===== config.mk =====
export PLATFORM = sky130hd
export DESIGN_NAME = multi_gate_lot_counter
export DESIGN_NICKNAME = d
export VERILOG_FILES = /design/src/rtl/multi_gate_lot_counter.sv
export SDC_FILE = /design/constraint.sdc
export NUM_CORES = 1
export LEC_CHECK = 0
export ABC_AREA = 1
export ABC_CLOCK_PERIOD_IN_PS = 4700
export CORE_ASPECT_RATIO = 0.9
export CORE_MARGIN = 5
export CORE_UTILIZATION = 50
export CTS_CLUSTER_SIZE = 16
export DETAILED_ROUTE_END_ITERATION = 8
export PLACE_DENSITY = 0.73
export SLEW_MARGIN = 20
export SYNTH_ARGS = -nofsm -noshare
export SYNTH_HDL_FRONTEND = slang
export SYNTH_SLANG_ARGS = --single-unit
export TNS_END_PERCENT = 5

===== constraint.sdc =====
create_clock -name clk -period 4.7 [get_ports clk]
set_input_delay 0.94 -clock clk [delete_from_list [all_inputs] [get_ports clk]]
set_output_delay 0.94 -clock clk [all_outputs]
set_load 0.005 [all_outputs]

===== src/rtl/multi_gate_lot_counter.sv =====
// Car park occupancy counter: per-gate a/b beam sequence decoders feeding a shared saturating count.
// Optional input debounce filter is enabled by defining LOT_DEBOUNCE_EN.
module multi_gate_lot_counter #(
  parameter int NUM_GATES       = 2,
  parameter int CAPACITY        = 15,
  parameter int CNT_W           = 4,
  parameter int DEBOUNCE_CYCLES = 3
) (
  input  logic                 clk,
  input  logic                 reset,
  input  logic [NUM_GATES-1:0] a,
  input  logic [NUM_GATES-1:0] b,
  output logic [CNT_W-1:0]     no_cars,
  output logic                 full,
  output logic                 empty,
  output logic [NUM_GATES-1:0] entered,
  output logic [NUM_GATES-1:0] exited,
  output logic [NUM_GATES-1:0] seq_err,
  output logic                 overflow,
  output logic                 underflow
);

  typedef enum logic [2:0] {
    IDLE = 3'd0,
    E1   = 3'd1,
    E2   = 3'd2,
    E3   = 3'd3,
    X1   = 3'd4,
    X2   = 3'd5,
    X3   = 3'd6,
    ERR  = 3'd7
  } state_t;

  localparam int TW = CNT_W + $clog2(NUM_GATES) + 2;

  logic [NUM_GATES-1:0] a_src, b_src;

`ifdef LOT_DEBOUNCE_EN
  localparam int DW = $clog2(DEBOUNCE_CYCLES + 1);
  localparam int NS = 2 * NUM_GATES;

  logic [NS-1:0] raw;
  logic [NS-1:0] filt_q, filt_d;
  logic [DW-1:0] dcnt_q [NS];
  logic [DW-1:0] dcnt_d [NS];

  assign raw = {b, a};

  // The counter only advances while raw disagrees with the filtered value; any agreement restarts it.
  always_comb begin
    filt_d = filt_q;
    for (int i = 0; i < NS; i++) begin
      dcnt_d[i] = '0;
      if (raw[i] != filt_q[i]) begin
        if (dcnt_q[i] == DW'(DEBOUNCE_CYCLES - 1)) begin
          filt_d[i] = raw[i];
        end else begin
          dcnt_d[i] = dcnt_q[i] + 1'b1;
        end
      end
    end
  end

  always_ff @(posedge clk) begin
    if (reset) begin
      filt_q <= '0;
      for (int i = 0; i < NS; i++) begin
        dcnt_q[i] <= '0;
      end
    end else begin
      filt_q <= filt_d;
      for (int i = 0; i < NS; i++) begin
        dcnt_q[i] <= dcnt_d[i];
      end
    end
  end

  assign a_src = filt_q[NUM_GATES-1:0];
  assign b_src = filt_q[NS-1:NUM_GATES];
`else
  assign a_src = a;
  assign b_src = b;
`endif

  logic [NUM_GATES-1:0] sa_q, sb_q;
  state_t               state_q [NUM_GATES];
  state_t               state_d [NUM_GATES];
  logic [NUM_GATES-1:0] ent_commit, ext_commit, err_enter;

  // Per-gate sequence decoder; every state holds on its own code.
  always_comb begin
    logic [1:0] s_code;
    s_code     = 2'b00;
    ent_commit = '0;
    ext_commit = '0;
    err_enter  = '0;
    for (int g = 0; g < NUM_GATES; g++) begin
      s_code     = {sa_q[g], sb_q[g]};
      state_d[g] = state_q[g];
      case (state_q[g])
        IDLE: begin
          case (s_code)
            2'b10:   state_d[g] = E1;
            2'b01:   state_d[g] = X1;
            2'b11:   state_d[g] = ERR;
            default: state_d[g] = IDLE;
          endcase
        end
        E1: begin
          case (s_code)
            2'b11:   state_d[g] = E2;
            2'b00:   state_d[g] = IDLE;
            2'b01:   state_d[g] = ERR;
            default: state_d[g] = E1;
          endcase
        end
        E2: begin
          case (s_code)
            2'b01:   state_d[g] = E3;
            2'b10:   state_d[g] = E1;
            2'b00:   state_d[g] = ERR;
            default: state_d[g] = E2;
          endcase
        end
        E3: begin
          case (s_code)
            2'b00: begin
              state_d[g]    = IDLE;
              ent_commit[g] = 1'b1;
            end
            2'b11:   state_d[g] = E2;
            2'b10:   state_d[g] = ERR;
            default: state_d[g] = E3;
          endcase
        end
        X1: begin
          case (s_code)
            2'b11:   state_d[g] = X2;
            2'b00:   state_d[g] = IDLE;
            2'b10:   state_d[g] = ERR;
            default: state_d[g] = X1;
          endcase
        end
        X2: begin
          case (s_code)
            2'b10:   state_d[g] = X3;
            2'b01:   state_d[g] = X1;
            2'b00:   state_d[g] = ERR;
            default: state_d[g] = X2;
          endcase
        end
        X3: begin
          case (s_code)
            2'b00: begin
              state_d[g]    = IDLE;
              ext_commit[g] = 1'b1;
            end
            2'b11:   state_d[g] = X2;
            2'b01:   state_d[g] = ERR;
            default: state_d[g] = X3;
          endcase
        end
        default: begin
          state_d[g] = (s_code == 2'b00) ? IDLE : ERR;
        end
      endcase
      err_enter[g] = (state_d[g] == ERR) && (state_q[g] != ERR);
    end
  end

  logic [CNT_W-1:0]     no_cars_q, no_cars_d;
  logic                 full_q, full_d, empty_q, empty_d;
  logic                 overflow_q, overflow_d, underflow_q, underflow_d;
  logic [NUM_GATES-1:0] entered_q, exited_q, seq_err_q;
  logic [TW-1:0]        ne, nx;
  logic signed [TW-1:0] t;

  // Entries and exits from all gates net out before clamping, so a same-cycle pair never saturates.
  always_comb begin
    ne = '0;
    nx = '0;
    for (int g = 0; g < NUM_GATES; g++) begin
      ne = ne + TW'(ent_commit[g]);
      nx = nx + TW'(ext_commit[g]);
    end
    t           = $signed(TW'(no_cars_q)) + $signed(ne) - $signed(nx);
    overflow_d  = (t > $signed(TW'(CAPACITY)));
    underflow_d = (t < $signed(TW'(0)));
    if (overflow_d) begin
      no_cars_d = CNT_W'(CAPACITY);
    end else if (underflow_d) begin
      no_cars_d = '0;
    end else begin
      no_cars_d = t[CNT_W-1:0];
    end
    full_d  = (no_cars_d == CNT_W'(CAPACITY));
    empty_d = (no_cars_d == '0);
  end

  always_ff @(posedge clk) begin
    if (reset) begin
      sa_q        <= '0;
      sb_q        <= '0;
      for (int g = 0; g < NUM_GATES; g++) begin
        state_q[g] <= IDLE;
      end
      no_cars_q   <= '0;
      full_q      <= 1'b0;
      empty_q     <= 1'b1;
      overflow_q  <= 1'b0;
      underflow_q <= 1'b0;
      entered_q   <= '0;
      exited_q    <= '0;
      seq_err_q   <= '0;
    end else begin
      sa_q        <= a_src;
      sb_q        <= b_src;
      for (int g = 0; g < NUM_GATES; g++) begin
        state_q[g] <= state_d[g];
      end
      no_cars_q   <= no_cars_d;
      full_q      <= full_d;
      empty_q     <= empty_d;
      overflow_q  <= overflow_d;
      underflow_q <= underflow_d;
      entered_q   <= ent_commit;
      exited_q    <= ext_commit;
      seq_err_q   <= err_enter;
    end
  end

  assign no_cars   = no_cars_q;
  assign full      = full_q;
  assign empty     = empty_q;
  assign overflow  = overflow_q;
  assign underflow = underflow_q;
  assign entered   = entered_q;
  assign exited    = exited_q;
  assign seq_err   = seq_err_q;

endmodule

==> out/metrics.cfg <==
[cells_and_area]
final_nets = 290
filler_cell_count = 271
drive_gt1_share_pct = 6.564
post_layout_nonfiller_instances = 301
multi_input_gate_area_um2 = 984.7
sequential_cell_area_um2 = 480.5
stdcell_area_um2 = 1944
area_growth_syn_to_layout_pct = 18.08
diodes = 0

[synth]
synth_top_area_share_pct = 29.18
syn_nets = 269
synth.avg_cell_area_um2 = 6.889
syn_inst = 239
synth_seq_cells = 24
synth.top_cells.by_area = sky130_fd_sc_hd__dfxtp_1, sky130_fd_sc_hd__ha_1, sky130_fd_sc_hd__nand2_1, sky130_fd_sc_hd__inv_1, sky130_fd_sc_hd__nor2_1
synth-main-ff-cell = sky130_fd_sc_hd__dfxtp_1
number_of_enable_flip_flop_cells_after_synthesis = 0
ys_seq_area_share_pct = 29.18
synth_cell_type_count = 23
leading_area_contributor_after_synthesis = sky130_fd_sc_hd__dfxtp_1
count_of_synthesis_stage_warnings_from_yosys = 0
synth-async-reset-ratio_pct = 0
post_syn_area_um2 = 1647

[floorplan]
initial_core_utilization_pct = 52.87
io-pin-count = 20
design.die.area_um2 = 4542
die_width_um = 70.49
core_area_um2 = 3114
fp-row-count = 19
die-height_um = 64.44

[route]
drt_drc_violations_left = 0
number_of_search_and_repair_iterations_in_the_first_detailed_routing_pass = 5
route.antenna.remaining_nets = 0
route.vias.total = 1505
vias_per_cell = 5.000
drt_first_iter_violations = 201
route.detailed.wl_per_inst_um = 10.93
wirelength_mm = 3.291

[timing]
rsz0062_at_grt = false
worst_clock_skew_ns = 0.005308
post_route_minimum_period_ns = 3.052
slew_headroom_pct = 65.75
worst_slack_ns = 1.648
timing.final.hold_violations = 0
max_freq_mhz = 327.6
tns_ns = 0
fin_crit_sh_pct = 64.95
worst-slew-pin-transition_ns = 0.5121
maxSlewViolCount = 0
finalSetupViolCount = 0

[worst_setup_path]
launching_element_type_of_the_critical_path = flop
crit_cells = 15
setup.worst_path.end_class = flop
worstPathCellList = inv_2 -> nor2_4 -> inv_1 -> nor2_1 -> fa_1 -> fa_1 -> inv_1 -> ha_1 -> fa_1 -> inv_1 -> nand2_1 -> nand2_1 -> o31ai_1 -> nand2_1 -> inv_1
critPathSlowestCell = sky130_fd_sc_hd__dfxtp_1
reg2reg_depth = 15
r2r-start = state_q[0][2]
timing.setup.critical_path_class = flop to flop
worstPathArrival_ns = 3.27
timing.critical_path.required_ns = 4.92
critPathBufInv = 5
max_stage_delay_ns = 0.58
crit_path_start = state_q[0][2]
critical_path_maximum_fanout = 11
cp_common_cell = sky130_fd_sc_hd__inv_1
largest_delay_contributor_family_on_the_critical_path = adder cells

[job]
max_cap_viol_count = 0

[grt]
grt_first_pass_wirelength_mm = 5.568
grt_pass1_vias = 1304
grt_overflow_total = 0
antenna_violations_before_repair = 0
grt_start_max_net_pins = 15
global_route.usage.total_pct = 14.69

[power]
switchingPower_uw = 275.6
powerDensity_nw_per_um2 = 394.4
pwr-share-comb_pct = 41.6
totalPowerFinal_uw = 766.9
power.share.clock_pct = 22.9
netSwitchingFraction_pct = 35.94
internal-power_uw = 491.3
power_frac_seq_pct = 35.5
power_leakage_uw = 0.0009597
irDropWorstVdd_mv = 0.2996

[clock_network]
clk_latency_ns = 0.26
ctsRootBufferMaster = sky130_fd_sc_hd__clkbuf_8
postCtsSetupBuffers = 0
cts.sink_count = 24
cts_tree = yes
post_cts_hold_buffer_count = 0
numCtsBuffers = 3
cts_repair_resize_count = 0
cts.path.max_buffers = 2
htreeDepth = 1
clkSlewWorstSetupHoldPaths_ns = 0.08

[placement]
port-buffer-count = 19
dpl_cell_area_um2 = 1873
dp_hpwl_mm = 2.652
gp_congestion = 0.8703
placed_cells = 297
worst_slack_at_placement_ns = 1.642

[hold_path]
holdPathStages = 2
hp-start = state_q[0][5]
timing.hold.worst.class = flop to flop

[run_status]
outcome = finished, final reports clean

## through the flow
step / utilization [%] / hold slack (ns)
floorplan: - / 0.5483
global placement: 60.14 / 0.6322
detailed placement: 60.14 / 0.6217
CTS: 62.43 / 0.6314
global route: 62.43 / 0.6597
finish: 62.43 / 0.6453
## cell usage after synthesis, drive strengths merged, types with 2 or more instances
cell and n:
nand2 45, o21ai 11, fa 3, dfxtp 24, nand4 8, a31oi 2
buf 2, nor2 42, a21oi 8, ha 21, inv 44, nand3 19
nor3 7
## flip-flops by register name, indices dropped and copies added (netlist names)
name and flops:
empty 1, seq_err 2, entered 2, underflow 1, full 1, sb_q 2
no_cars 4, exited 2, state_q 6, sa_q 2, overflow 1
## worst min-delay path: stages (launching register included)
cell,delay [ns]
sky130_fd_sc_hd__dfxtp_1,0.38
sky130_fd_sc_hd__nand3_1,0.15
sky130_fd_sc_hd__nor3_1,0.07
## power groups by stage
stage | clock, µW | combinational [µW] | sequential, µW
6_report | 176 | 319 | 272
5_1_grt | 188 | 369 | 278
4_1_cts | 180 | 321 | 271
3_5_place_dp | 0 | 318 | 276
3_3_place_gp | 0 | 318 | 275
2_1_floorplan | 0 | 214 | 270
## cell usage in the layout (no fill, tap or decap), drive strengths merged
master and n:
nand4 8, nor2 42, a31oi 2, nand3 19, ha 21, o211ai 1, inv 44, fa 3
clkbuf 3, o21ai 11, nand2 45, clkdlybuf4s50 19, bufinv 1, a21oi 8, o31ai 1, dfxtp 24
nor3 7
## worst paths after layout
| path | endpoint | slack [ns] |
|---|---|---|
| setup / recovery | full | 1.65 |
| hold / removal | exited[1] | 0.65 |
| setup reg to reg | full | 1.65 |
| hold reg to reg | exited[1] | 0.65 |
## final cells by class
cell class                 instances  area share [%]
multi-input combinational        168           50.64
sequential                        24           24.71
timing repair buffer              19           9.781
inverter                          44           8.494
tap                               42           2.703
clock buffer                       3           2.124
clock inverter                     1           1.544
## logic make-up after synthesis
logic type	share of synthesized area, %
AOI/OAI and AO/OA	7.447
adders and majority gates	19.60
buffers and inverters	11.02
DFF	29.18
and+or+nand+nor	32.75
## per-layer routing
| layer | GRT usage [%] | wire length [µm] | part of all wire (%) |
|---|---|---|---|
| met1 | 20.21 | 1607 | 49 |
| met5 | 0 | 0 | 0 |
| met2 | 23.36 | 1419 | 43 |
| met3 | 4.791 | 257 | 7.8 |
| met4 | 1.435 | 7 | 0.21 |
No activity file was read; power rests on OpenSTA's default activity.
